## src/rtl/p405s_dcu_tag_ctl_pkg.sv

```systemverilog
// Shared constants, FSM encoding and parity helper for the DCU tag array controller.
package p405s_dcu_tag_ctl_pkg;

  localparam int SETS   = 256;
  localparam int ADDR_W = 8;
  localparam int DATA_W = 48;
  localparam logic [DATA_W-1:0] INV_MASK = 48'hFFFF_FFFF_FFFF;

  typedef enum logic [1:0] {
    ST_IDLE  = 2'd0,
    ST_INV   = 2'd1,
    ST_DRAIN = 2'd2
  } state_e;

  // Even parity over the data bits, excluding the parity bit itself.
  function automatic logic par_even(input logic [DATA_W-2:0] d);
    return ^d;
  endfunction

endpackage

```

## src/rtl/p405s_dcu_tag_inv_seq.sv

```systemverilog
// Flash-invalidate walker: set counter, busy flag, terminal-count detect and done pulse.
module p405s_dcu_tag_inv_seq #(
  parameter int SETS   = 256,
  parameter int ADDR_W = 8
) (
  input  logic              clk,
  input  logic              rst,
  input  logic              start,
  output logic              issue,
  output logic [ADDR_W-1:0] addr,
  output logic              busy,
  output logic              term,
  output logic              done
);

  localparam logic [ADDR_W:0] CNT_END = (ADDR_W+1)'(SETS);

  // cnt holds the next set to issue; one extra bit lets it park at SETS without wrapping.
  logic [ADDR_W:0] cnt;

  assign term  = busy && (cnt == CNT_END);
  assign issue = start || (busy && (cnt < CNT_END));
  assign addr  = start ? '0 : cnt[ADDR_W-1:0];

  always_ff @(posedge clk or posedge rst) begin
    if (rst) begin
      cnt  <= '0;
      busy <= 1'b1;
      done <= 1'b0;
    end else begin
      done <= 1'b0;
      if (start) begin
        // set 0 is issued on the start edge itself
        cnt  <= (ADDR_W+1)'(1);
        busy <= 1'b1;
      end else if (term) begin
        busy <= 1'b0;
        done <= 1'b1;
      end else if (busy && (cnt < CNT_END)) begin
        cnt <= cnt + 1'b1;
      end
    end
  end

endmodule

```

## src/rtl/p405s_dcu_tag_ctl.sv

```systemverilog
// Requester-side controller for the DCU tag array: request pipe, flash invalidate, array drive.
// Optional parity protection on the top data bit: define P405S_DCU_TAG_PARITY_EN.
module p405s_dcu_tag_ctl
  import p405s_dcu_tag_ctl_pkg::*;
#(
  parameter int                SETS_P   = SETS,
  parameter int                ADDR_W_P = ADDR_W,
  parameter int                DATA_W_P = DATA_W,
  parameter logic [DATA_W-1:0] INV_M    = INV_MASK
) (
  input  logic                CLK,
  input  logic                RST,
  input  logic                req_valid,
  output logic                req_ready,
  input  logic                req_write,
  input  logic [ADDR_W_P-1:0] req_addr,
  input  logic [DATA_W_P-1:0] req_wdata,
  input  logic [DATA_W_P-1:0] req_wmask,
  output logic                resp_valid,
  output logic [DATA_W_P-1:0] resp_data,
  input  logic                inv_start,
  output logic                inv_busy,
  output logic                inv_done,
  output logic                tag_CEN,
  output logic [DATA_W_P-1:0] tag_WEN,
  output logic [ADDR_W_P-1:0] tag_A,
  output logic [DATA_W_P-1:0] tag_D,
  input  logic [DATA_W_P-1:0] tag_Q
`ifdef P405S_DCU_TAG_PARITY_EN
  ,output logic               par_err
`endif
);

  state_e state, nxt;

  logic                s1_vld, s1_rd;
  logic                acc, inv_go;
  logic                inv_issue, inv_term;
  logic [ADDR_W_P-1:0] inv_addr;
  logic [DATA_W_P-1:0] wen_w, wd_w;

  p405s_dcu_tag_inv_seq #(
    .SETS   (SETS_P),
    .ADDR_W (ADDR_W_P)
  ) u_inv_seq (
    .clk   (CLK),
    .rst   (RST),
    .start (inv_go),
    .issue (inv_issue),
    .addr  (inv_addr),
    .busy  (inv_busy),
    .term  (inv_term),
    .done  (inv_done)
  );

  always_ff @(posedge CLK or posedge RST) begin
    if (RST) state <= ST_INV;
    else     state <= nxt;
  end

  always_comb begin
    nxt    = state;
    inv_go = 1'b0;
    case (state)
      ST_INV:   if (inv_term) nxt = ST_IDLE;
      ST_IDLE:
        if (inv_start) begin
          if (s1_vld) nxt = ST_DRAIN;
          else begin
            nxt    = ST_INV;
            inv_go = 1'b1;
          end
        end
      ST_DRAIN:
        if (!s1_vld) begin
          nxt    = ST_INV;
          inv_go = 1'b1;
        end
      default:  nxt = ST_INV;
    endcase
  end

  // An invalidate request in the same cycle takes priority over any request.
  assign req_ready = (state == ST_IDLE) && !inv_start;
  assign acc       = req_valid && req_ready;

  always_comb begin
    wen_w = ~req_wmask;
    wd_w  = req_wdata;
`ifdef P405S_DCU_TAG_PARITY_EN
    if (|req_wmask) begin
      wen_w[DATA_W_P-1] = 1'b0;
      wd_w[DATA_W_P-1]  = par_even(req_wdata[DATA_W_P-2:0]);
    end
`endif
  end

  always_ff @(posedge CLK or posedge RST) begin
    if (RST) begin
      tag_CEN <= 1'b1;
      tag_WEN <= '1;
      tag_A   <= '0;
      tag_D   <= '0;
      s1_vld  <= 1'b0;
      s1_rd   <= 1'b0;
    end else begin
      tag_CEN <= 1'b1;
      tag_WEN <= '1;
      tag_D   <= '0;
      s1_vld  <= 1'b0;
      s1_rd   <= 1'b0;
      if (inv_issue) begin
        tag_CEN <= 1'b0;
        tag_WEN <= ~INV_M;
        tag_A   <= inv_addr;
      end else if (acc) begin
        tag_CEN <= 1'b0;
        tag_A   <= req_addr;
        s1_vld  <= 1'b1;
        s1_rd   <= !req_write;
        if (req_write) begin
          tag_WEN <= wen_w;
          tag_D   <= wd_w;
        end
      end
    end
  end

  // tag_Q settles from tag_A during the access cycle and is captured at its end.
  always_ff @(posedge CLK or posedge RST) begin
    if (RST) begin
      resp_valid <= 1'b0;
      resp_data  <= '0;
    end else begin
      resp_valid <= s1_rd;
      if (s1_rd) resp_data <= tag_Q;
    end
  end

`ifdef P405S_DCU_TAG_PARITY_EN
  always_ff @(posedge CLK or posedge RST) begin
    if (RST) par_err <= 1'b0;
    else     par_err <= s1_rd && (^tag_Q);
  end
`endif

endmodule

```

## config.mk

```make
export PLATFORM = sky130hd
export DESIGN_NAME = p405s_dcu_tag_ctl
export DESIGN_NICKNAME = d
export VERILOG_FILES = /design/src/rtl/p405s_dcu_tag_ctl_pkg.sv /design/src/rtl/p405s_dcu_tag_inv_seq.sv /design/src/rtl/p405s_dcu_tag_ctl.sv
export SDC_FILE = /design/constraint.sdc
export NUM_CORES = 1
export LEC_CHECK = 0
export BUFFER_PORTS_ARGS = -buffer_cell sky130_fd_sc_hd__buf_4
export CORE_MARGIN = 3
export CORE_UTILIZATION = 45
export DETAILED_ROUTE_END_ITERATION = 7
export GPL_ROUTABILITY_DRIVEN = 0
export PLACE_DENSITY = 0.89
export SYNTH_ARGS = -nofsm -noshare
export SYNTH_HDL_FRONTEND = slang
export SYNTH_SLANG_ARGS = --single-unit
```

## constraint.sdc

```tcl
create_clock -name CLK -period 5.33 [get_ports CLK]
set_clock_uncertainty 0.15 [all_clocks]
set_input_delay 0.2665 -clock CLK [delete_from_list [all_inputs] [get_ports CLK]]
set_output_delay 0.2665 -clock CLK [all_outputs]
set_load 0.03 [all_outputs]
```

# Word-level counts from Yosys, hierarchy flattened
# Cells that the tools add are included.
# word_totals
ff_bits	169
output_inout_bits	157
word_cells	65
# op_classes
addsub	1
n_lt_le_gt_ge	1
n_eq_ne	7
n_mux	30
n_bitwise	1
reduce_logical	13
# op_table
op	count
48-bit 2-to-1 mux	6
48-bit NOT	1
9-bit 2-to-1 mux	3
8-bit 2-to-1 mux	3
1-bit 2-to-1 mux	12
9-bit by 1-bit adder with 9-bit output (second input constant)	1
9-bit equality test (second input constant)	1
9-bit < comparator (second input constant)	1
2-bit 2-to-1 mux	4
2-bit inequality test (second input constant)	3
2-bit case mux with 3 select lines	1
2-bit nonzero test	3
1-bit logical AND	4
3-bit AND reduction	1
2-bit by 1-bit equality test with 1-bit output (second input constant)	1
2-bit equality test (second input constant)	1
1-bit zero test	2
2-bit zero test	1
2-bit by 1-bit inequality test with 1-bit output (second input constant)	1
1-bit case mux with 2 select lines	1
2-bit AND reduction	1
1-bit logical OR	1

# Depth between registers and ports, before layout
# Gate-level depths: netlist of run 1.
# logic_depth
depth_word	5
mapped_depth	7
ltp_nobuf	5

# Hierarchy
# From an unflattened synthesis of run 1, not the netlist that was laid out.
# unflattened
cells_unflattened	430
hier_area_um2	6120.9
# modules_own_cells
mod	instances	cells_per_inst	area_each_um2	seq_area_each_um2
p405s_dcu_tag_ctl	1	365	5489.0	4016.4
p405s_dcu_tag_inv_seq	1	65	631.9	276.5

# Worst setup path after synthesis of run 1
# OpenSTA, ideal clock, no wires.
# synth_timing
path_kind	register -> register
startpoint	register u_inv_seq.busy
endpoint	register s1_vld
setup_ns	0.132
arrival_time_ns	1.490
required_ns	5.048
slack_ns	3.558
path_stages_with_launch	6
n_path_buf	2
period_less_slack_ns	1.772
path_cell_list	dfstp_2 nand2b_1 clkbuf_1 o21ai_1 clkbuf_1 nor2_1
# synth_via
elab_chain_len	3
# synth_lines
element	line_no	text
from (decl)	p405s_dcu_tag_inv_seq.sv:11	output logic busy,
from (signal assigned)	p405s_dcu_tag_inv_seq.sv:28	busy <= 1'b1;
from (signal assigned)	p405s_dcu_tag_inv_seq.sv:35	busy <= 1'b1;
from (signal assigned)	p405s_dcu_tag_inv_seq.sv:37	busy <= 1'b0;
1-bit logical AND	p405s_dcu_tag_inv_seq.sv:22	assign issue = start || (busy && (cnt < CNT_END));
1-bit logical OR	p405s_dcu_tag_inv_seq.sv:22	
1-bit 2-to-1 mux	p405s_dcu_tag_ctl.sv:112	if (inv_issue) begin
to (signal assigned)	p405s_dcu_tag_ctl.sv:104	s1_vld <= 1'b0;
to (signal assigned)	p405s_dcu_tag_ctl.sv:110	s1_vld <= 1'b0;
to (signal assigned)	p405s_dcu_tag_ctl.sv:119	s1_vld <= 1'b1;
to (decl)	p405s_dcu_tag_ctl.sv:36	logic s1_vld, s1_rd;
# Every way passes these cells.
# A chain may end at the register's enable or synchronous reset.

# Worst setup path after layout of run 1
# layout_timing
startpoint	input port inv_start
endpoint	register tag_D[30]
# layout_via
elab_chain_len	5
word_cells_on_any_way	8
# layout_lines
element	line_no	text
from (decl)	p405s_dcu_tag_ctl.sv:21	input logic inv_start,
branches (longest 4 deep; another with 1-bit case mux with 2 select lines)	--	
48-bit 2-to-1 mux (*)	p405s_dcu_tag_ctl.sv:112	
to (signal assigned)	p405s_dcu_tag_ctl.sv:123	tag_D <= wd_w;
to (decl)	p405s_dcu_tag_ctl.sv:27	output logic [DATA_W_P-1:0] tag_D,
# Mark *: on every way between the ends.

==> impl_metrics.env, run 1 <==
export IMPL_initial_core_util=0.4705
export IMPL_yosysTopAreaCellShare=0.4855
export IMPL_synthToLayoutAreaGrowth_pct=74.92
export IMPL_grt_max_degree=90
export IMPL_synth_compound_area_share=0.06933
export IMPL_final_core_util=0.8230
export IMPL_power_density_nw_per_um2=318.6
export IMPL_routed_wl_um=24670
export IMPL_startpoint_type="input pin"
export IMPL_cp_max_fo=66
export IMPL_grt_overflow_total=0
export IMPL_drv_cap=0
export IMPL_cts_sinks=169
export IMPL_drc_errors=0
export IMPL_synth_edff_count=0
export IMPL_synth_simple_gate_area_share=0.09669
export IMPL_clockRootBuffer="clkbuf_16"
export IMPL_path_cells="dlygate4sd3_1 > buf_4 > nor4b_4 > and2_2 > buf_4 > and3_1"
export IMPL_drt_iter0_drc=439
export IMPL_crit_path_frequent_cell="buf_4"
export IMPL_rsz0062_at_grt="no"
export IMPL_slowest_stage="and2_2"
export IMPL_yosys_area_top_type="dfrtp_1"
export IMPL_via_per_inst=5.340
export IMPL_syn_num_nets=593
export IMPL_grt_pass1_wl_um=36620
export IMPL_chipWidth_um=122.3
export IMPL_num_io_pins=314
export IMPL_first_pass_iters=5
export IMPL_cts_tree="built"
export IMPL_synthTopCellsByArea="dfrtp_1, dfstp_2, mux2_2"
export IMPL_ant_nets=0
export IMPL_muxShareOfSynthArea=0.09052
export IMPL_dp_hpwl_um=12700
export IMPL_antenna_found_initial=2
export IMPL_met2_usage=0.5895
export IMPL_vias=5762
export IMPL_setup_viol=0
export IMPL_met3_usage=0.1000
export IMPL_period_share=0.5459
export IMPL_critPathTopFamily="simple AND/OR/NAND/NOR gates"
export IMPL_clk_insertion_delay_late_ns=0.42
export IMPL_grt_busiest_layer="met2"
export IMPL_synth_area_um2=6082
export IMPL_dieHeight_um=122.3
export IMPL_yosysWarnings=0
export IMPL_hold_viol_final=0
export IMPL_status="finished, final reports clean"
export IMPL_relSlewSlack=0.1179
export IMPL_end_kind="register"
export IMPL_htree_levels=4
export IMPL_cp_num_buf_inv=3
export IMPL_critPathRequiredTime_ns=5.53
export IMPL_synth_flop_cell="dfrtp_1"
export IMPL_crit_path_max_incr_delay_ns=0.63
export IMPL_dp_cells=890
export IMPL_fin_cells=1079
export IMPL_synth_xor_area_frac=0.001440
export IMPL_grt_usage=0.3313
export IMPL_hold_class="input pin to register"
export IMPL_grt_use_met1=0.3561
export IMPL_cellLeakagePower_nw=5.528
export IMPL_ys_ff_latch=169
export IMPL_die_area_um2=14950
export IMPL_avgSynthCellArea_um2=14.01
export IMPL_grt_pass1_vias=6201
export IMPL_synth_top_family_by_area="simple AND/OR/NAND/NOR gates"
export IMPL_tightest_slew_ns=1.323
export IMPL_nets=1051
export IMPL_critPathKind="input pin to register"
export IMPL_final_common_cell="buf_4"
export IMPL_fin_setup_tns_ns=0
export IMPL_clkTransAtPathRegs_ns=0.07
export IMPL_rows=41
export IMPL_finalCriticalPeriod_ns=2.910
export IMPL_cp_data_arrival_time_ns=3.11
export IMPL_port_buffers=313
export IMPL_max_freq_ghz=0.3437
export IMPL_routedWlPerCell_um=22.86
export IMPL_cts_buffer_depth=2
export IMPL_drive_above_1_share=0.4950
export IMPL_core_area_um2=12930
export IMPL_nFillCells=618
export IMPL_synthCells=434
export IMPL_vdd_ir_drop_max_v=0.0002305
export IMPL_report_final_slew_viol_count=0
export IMPL_seq_area_frac_synth=0.7058
export IMPL_synthAdderAreaFrac=0.004114
export IMPL_most_common_layout_cells="buf_4, dlygate4sd3_1, dfrtp_1"
export IMPL_yosysUniqueCellTypes=41
export IMPL_synthArstFlopShare=1.000
export IMPL_cts_buffers=17
## worst min-delay path: stages
cell,delay [ns]
buf_4,0.12
nor4b_4,0.16
nor2_1,0.09
## power breakdown
part	total, mW	internal, mW	switching, mW
Sequential	1.49	1.40	0.0859
Combinational	0.661	0.302	0.359
Clock	1.24	0.730	0.513
Total	3.39	2.43	0.958
## cell type report
type,instances,area (um^2),area share
Clock inverter,6,88.84,0.008350
Inverter,5,23.77,0.002234
Tap cell,172,215.2,0.02023
Clock buffer,26,489.2,0.04598
Antenna cell,2,5.005,0.0004704
Multi-Input combinational cell,229,1607,0.1510
Timing Repair Buffer,470,3916,0.3681
Sequential cell,169,4294,0.4036
## timing repair
item | in CTS | in global routing
hold buffers | 155 | 0
endpoints found under the hold margin | 204 | 0
resized for setup | 0 | 0
setup buffers | 0 | 0
endpoints found under the setup margin | 0 | 0
## path summary, 6_finish.rpt
| kind | to | start | slack (ns) | depth (start not counted) |
|---|---|---|---|---|
| worst max-delay path | tag_D[30] | inv_start | 2.42 | 6 |
| worst min-delay path | tag_CEN | req_valid | 0.11 | 3 |
| worst max register to register | tag_D[30] | state[0] | 2.52 | 4 |
| worst min register to register | resp_data[5] | resp_data[5] | 0.37 | 1 |
| max in group asynchronous | tag_D[41] | RST | 3.08 | 4 |
| min in group asynchronous | resp_valid | RST | 0.41 | 3 |
## synth_stat cells (2+ instances only)
library cell	count
nor3_1	3
or3_1	4
dfrtp_1	118
a311oi_1	8
buf_6	6
buf_4	2
o21ai_0	4
inv_1	5
nor2_1	14
ha_1	2
buf_2	4
and3_1	48
nand2_1	21
dfstp_2	51
clkbuf_1	16
mux2_2	48
nand3_1	3
a21oi_1	53
clkbuf_2	2
## layer usage
metal	vias up	wire (um)
li1	2434	-
met1	2865	8642
met2	374	12910
met3	89	1985
met4	0	1124
met5	-	0
## state kept, by name (all words and copies together) (netlist names)
name,count
tag_A,8
tag_D,48
tag_WEN,48
u_inv_seq.done,1
resp_valid,1
state,2
resp_data,48
s1_rd,1
s1_vld,1
tag_CEN,1
u_inv_seq.busy,1
u_inv_seq.cnt,9
## cell families (layout without fill, tap and decap cells)
family                     Yosys count  count (layout)
other                                0               2
buffers and inverters               36             507
muxes                               49              49
xor gates and xnor gates             1               1
adders and majority gates            2               2
and+or+nand+nor                    104             104
DFF                                169             169
AOI/OAI and AO/OA                   73              73
## per-stage QoR
step	hold slack [ns]	total power, mW	instance area (um^2)	setup slack (ns)
3_3_place_gp	0.2511	2.008	8504	2.798
3_5_place_dp	0.2542	2.032	8504	2.666
2_1_floorplan	0.1687	1.771	6082	0.4228
6_report	0.1060	3.390	10640	2.420
5_1_grt	0.1339	3.503	10640	2.279
4_1_cts	0.08306	3.336	10630	2.535
Power figures use the tool's default switching activity.
==> run 2: changes to the inputs <==
Clock period 5.33 ns to 2.9 ns, I/O delays scaled along.
==> run 2 against run 1 <==
Critical endpoint is now tag_A[4]. Critical path depth stayed put. Register-to-register slack got worse by 2.0 ns. Sequential power is 83% higher. Cell count rose by 1.2%. Design area grew 0.73%. Combinational power rose by 88%. Sequential cell count is the same. Die area did not move. Total power increased by 79%. Non-clock buffer count rose by 11. Hold slack improved by 0.15 ns. Routed wire length rose by 0.60%.
==> impl_metrics.env, run 2 (synthesis results as in run 1) <==
export IMPL_die_area_um2=14950
export IMPL_final_common_cell="buf_4"
export IMPL_clockRootBuffer="clkbuf_16"
export IMPL_max_freq_ghz=0.4235
export IMPL_antenna_found_initial=4
export IMPL_nFillCells=620
export IMPL_status="finished, final reports clean"
export IMPL_r2r_start="state[0]"
export IMPL_seq_area_um2=4294
export IMPL_grt_usage=0.3383
export IMPL_final_core_util=0.8290
export IMPL_cts_tree="built"
export IMPL_initial_core_util=0.4705
export IMPL_vdd_ir_drop_max_v=0.0006645
export IMPL_startpoint_type="input pin"
export IMPL_rows=41
export IMPL_multi_input_area_um2=1607
export IMPL_first_pass_iters=5
export IMPL_grt_overflow_total=0
export IMPL_report_final_slew_viol_count=0
export IMPL_end_kind="register"
export IMPL_routedWlPerCell_um=22.72
export IMPL_cts_sinks=169
export IMPL_drv_cap=0
export IMPL_via_per_inst=5.308
export IMPL_cts_buffers=17
export IMPL_drc_errors=0
export IMPL_finalCriticalPeriod_ns=2.362
export IMPL_drive_above_1_share=0.4924
export IMPL_cp_startpoint="inv_start"
export IMPL_synthToLayoutAreaGrowth_pct=76.20
export IMPL_dp_hpwl_um=13400
export IMPL_nets=1062
export IMPL_num_io_pins=314
export IMPL_critPathKind="input pin to register"
export IMPL_setup_viol=0
export IMPL_chipWidth_um=122.3
export IMPL_vias=5796
export IMPL_cp_max_fo=10
export IMPL_rsz0062_at_grt="no"
export IMPL_period_share=0.8143
export IMPL_tightest_slew_ns=1.349
export IMPL_routed_wl_um=24810
export IMPL_port_buffers=313
export IMPL_grt_max_degree=170
export IMPL_relSlewSlack=0.09753
export IMPL_cts_buffer_depth=2
export IMPL_clkTransAtPathRegs_ns=0.06
export IMPL_biggestRegsByFlops="resp_data x48, tag_D x48, tag_WEN x48"
export IMPL_ant_nets=0
export IMPL_cp_data_arrival_time_ns=2.52
export IMPL_grt_pass1_vias=6416
export IMPL_clk_insertion_delay_late_ns=0.41
export IMPL_core_area_um2=12930
export IMPL_dieHeight_um=122.3
export IMPL_cellLeakagePower_nw=5.545
export IMPL_power_density_nw_per_um2=567.6
export IMPL_grt_pass1_wl_um=37090
export IMPL_hold_class="input pin to register"
export IMPL_most_common_layout_cells="buf_4, dlygate4sd3_1, dfrtp_1"
export IMPL_drt_iter0_drc=432
export IMPL_cts_setup_buffers=0
export IMPL_critPathRequiredTime_ns=3.06
export IMPL_hold_viol_final=0
export IMPL_fin_setup_tns_ns=0
export IMPL_htree_levels=4
export IMPL_hp_start="req_wmask[7]"
run 2: cell types whose count changed in the layout (fill, tap and decap cells not counted):
cell           delta
clkinv_4          +2
inv_6             -2
clkbuf_8          -2
clkinv_2          +3
dlygate4sd3_1     +8
bufinv_16         -1
diode_2           +2
buf_12            +1
buf_4             +2
run 2: cell type report:
type                       instances  area share
sequential                       169      0.4007
timing repair buffer             481      0.3762
multi-input combinational        229      0.1499
clock buffer                      24     0.04308
tap                              172     0.02008
clock inverter                     8    0.007005
inverter                           5    0.002102
antenna                            4   0.0009340
run 2: repair_timing:
item,in CTS,in global routing
hold buffers,163,0
setup endpoints to repair,0,0
gates resized for setup,0,0
endpoints found under the hold margin,273,0
run 2: report_power, final:
part           switching, mW  internal (mW)  total (mW)  leakage (nW)
Sequential             0.160           2.57        2.73          2.14
Combinational          0.682          0.560        1.24          3.14
Clock                  0.906           1.20        2.11         0.262
Total                   1.75           4.34        6.08          5.54
run 2: stage by stage:
step / setup slack [ns] / hold WS (ns) / instances / total power, mW / cell area (um^2)
floorplan: 0.4919 / 0.04721 / 434 / 3.256 / 6086
global placement: 0.7939 / 0.1299 / 893 / 3.684 / 8538
detailed placement: 0.6652 / 0.1332 / 893 / 3.744 / 8538
CTS: 0.6192 / 0.2306 / 1088 / 5.990 / 10710
global route: 0.3936 / 0.2404 / 1092 / 6.300 / 10720
finish: 0.5385 / 0.2593 / 1092 / 6.083 / 10720
run 2: final timing paths:
check	to	slack (ns)	cells past startpoint
min	tag_WEN[7]	0.26	3
min reg2reg	resp_data[11]	0.37	1
min in group asynchronous	resp_data[33]	0.38	4
max	tag_A[4]	0.54	6
max reg2reg	tag_A[4]	0.54	4
max in group asynchronous	s1_rd	1.50	4
run 2: layer usage:
metal | share of wire | global-route usage
met5 | 0 | 0
met2 | 0.53 | 0.6046
met3 | 0.076 | 0.1023
met1 | 0.33 | 0.3478
met4 | 0.057 | 0.2008
run 2: worst max-delay path, cell delays in order:
cell	delay (ns)
dlygate4sd3_1	0.56
buf_4	0.17
nor4b_4	0.58
nand2_1	0.16
dlygate4sd3_1	0.61
a311oi_1	0.30
==> run 3: changes to the inputs <==
Clock period 2.9 ns to 2.4 ns, I/O delays scaled along.
==> run 3 against run 2 <==
Count of clock-buffer cells in the layout decreased by 3. Sequential share of layout area decreased by 0.28 points. Setup slack improved by 0.031 ns. Combinational power increased by 20%.
==> impl_metrics.env, run 3 (synthesis results as in run 1) <==
export IMPL_r2r_start="state[0]"
export IMPL_cp_data_arrival_time_ns=2.00
export IMPL_postCtsHoldBufs=155
export IMPL_slowest_stage="buf_4"
export IMPL_rrSetupSlack_ns=0.57
export IMPL_status="finished, final reports clean"
export IMPL_most_common_layout_cells="buf_4, dlygate4sd3_1, dfrtp_1"
export IMPL_chipWidth_um=122.3
export IMPL_grt_pass1_vias=6486
export IMPL_rsz0062_at_grt="no"
export IMPL_port_buffers=313
export IMPL_final_common_cell="buf_4"
export IMPL_num_io_pins=314
export IMPL_grt_usage=0.3431
export IMPL_hold_viol_final=0
export IMPL_hold_class="input pin to register"
export IMPL_synthToLayoutAreaGrowth_pct=77.43
export IMPL_clkTransAtPathRegs_ns=0.07
export IMPL_dp_hpwl_um=14010
export IMPL_drive_above_1_share=0.5076
export IMPL_path_cells="nor4b_4 > and2_2 > buf_4 > a21oi_1"
export IMPL_report_final_slew_viol_count=0
export IMPL_setup_viol=0
export IMPL_grt_max_degree=50
export IMPL_worstRegToRegCells=4
export IMPL_first_pass_iters=7
export IMPL_drv_cap=0
export IMPL_min_to="tag_CEN"
export IMPL_hold_slack_ns=0.08999
export IMPL_critPathKind="register to register"
export IMPL_critPathRequiredTime_ns=2.57
export IMPL_core_area_um2=12930
export IMPL_post_cts_resized=0
export IMPL_cp_max_fo=47
export IMPL_htree_levels=4
export IMPL_cts_setup_buffers=0
export IMPL_cellLeakagePower_nw=5.623
export IMPL_end_kind="register"
export IMPL_vias=5894
export IMPL_die_area_um2=14950
export IMPL_cts_buffers=17
export IMPL_multi_input_area_um2=1607
export IMPL_period_share=0.7629
export IMPL_fin_ws_ns=0.5690
export IMPL_rows=41
export IMPL_crit_path_max_incr_delay_ns=0.43
export IMPL_via_per_inst=5.388
export IMPL_cts_sinks=169
export IMPL_nFillCells=605
export IMPL_routedWlPerCell_um=23.12
export IMPL_initial_core_util=0.4705
export IMPL_relSlewSlack=0.4949
export IMPL_worstHoldPathCells=4
export IMPL_seq_area_um2=4294
export IMPL_max_freq_ghz=0.5462
export IMPL_nets=1066
export IMPL_tightest_slew_ns=0.7561
export IMPL_grt_pass1_wl_um=37780
export IMPL_cts_tree="built"
export IMPL_cp_num_buf_inv=1
export IMPL_power_density_nw_per_um2=698.2
export IMPL_critPathTopFamily="simple AND/OR/NAND/NOR gates"
export IMPL_drc_errors=0
export IMPL_ant_nets=0
export IMPL_biggestRegsByFlops="resp_data x48, tag_D x48, tag_WEN x48"
export IMPL_grt_overflow_total=0
export IMPL_fin_setup_tns_ns=0
export IMPL_cts_buffer_depth=2
export IMPL_post_place_ws_ns=0.6098
export IMPL_drt_iter0_drc=472
export IMPL_final_core_util=0.8348
export IMPL_vdd_ir_drop_max_v=0.0005767
export IMPL_dieHeight_um=122.3
export IMPL_startpoint_type="register"
export IMPL_r2r_end="tag_WEN[29]"
export IMPL_finalCriticalPeriod_ns=1.831
export IMPL_routed_wl_um=25290
export IMPL_antenna_found_initial=1
export IMPL_clockRootBuffer="clkbuf_16"
export IMPL_crit_cells=4
export IMPL_clk_insertion_delay_late_ns=0.42
export IMPL_hp_start="req_valid"
## run 3: cell types whose count changed in the layout (fill, tap and decap cells not counted)
| cell | before | now |
|---|---|---|
| buf_12 | 1 | 3 |
| buf_4 | 317 | 327 |
| bufinv_16 | 1 | 2 |
| clkbuf_1 | 6 | 2 |
| clkbuf_8 | 1 | 2 |
| clkinvlp_4 | 2 | 3 |
| diode_2 | 4 | 2 |
| dlygate4sd3_1 | 163 | 155 |
| inv_6 | 0 | 1 |
## run 3: worst max path at each step
stage	start	slack (ns)	to
after floorplan	RST	0.02	resp_data[0]
after global placement	state[0]	0.69	tag_A[4]
after detailed placement	state[0]	0.61	tag_A[3]
after CTS	state[0]	0.61	tag_A[3]
after global routing	state[1]	0.51	tag_WEN[30]
final	state[0]	0.57	tag_WEN[29]
## run 3: cell type report
class | count | share of cell area
well taps | 172 | 0.01994
clock inverters | 11 | 0.01125
inverters | 5 | 0.002087
repair buffers | 485 | 0.3768
diodes | 2 | 0.0004638
clock buffers | 21 | 0.04267
multi-input cells | 229 | 0.1489
flip-flops and latches | 169 | 0.3979
## run 3: where the power goes
part           total, mW  switching, mW  internal [mW]  leakage [nW]
Sequential          3.30          0.197           3.11          2.14
Clock               2.74           1.16           1.59         0.283
Combinational       1.49          0.797          0.690          3.19
## run 3: layer usage
metal | global-route usage | part of all wire | up-vias
met2 | 0.6032 | 0.52 | 406
met4 | 0.1952 | 0.057 | 0
met5 | 0 | 0 | -
met3 | 0.09309 | 0.076 | 106
li1 | - | - | 2457
met1 | 0.3730 | 0.35 | 2925
## run 3: worst reg2reg max path, stage by stage, from the launching register on
cell and delay (ns):
dfstp_2 0.42, nor4b_4 0.30, and2_2 0.19, buf_4 0.43, a21oi_1 0.24
## run 3: per-stage QoR
step	total power [mW]	cell area (um^2)	instances
2_1_floorplan	3.935	6086	434
3_3_place_gp	4.479	8653	905
3_5_place_dp	4.549	8653	905
4_1_cts	7.442	10790	1092
5_1_grt	7.797	10790	1093
6_report	7.534	10790	1094
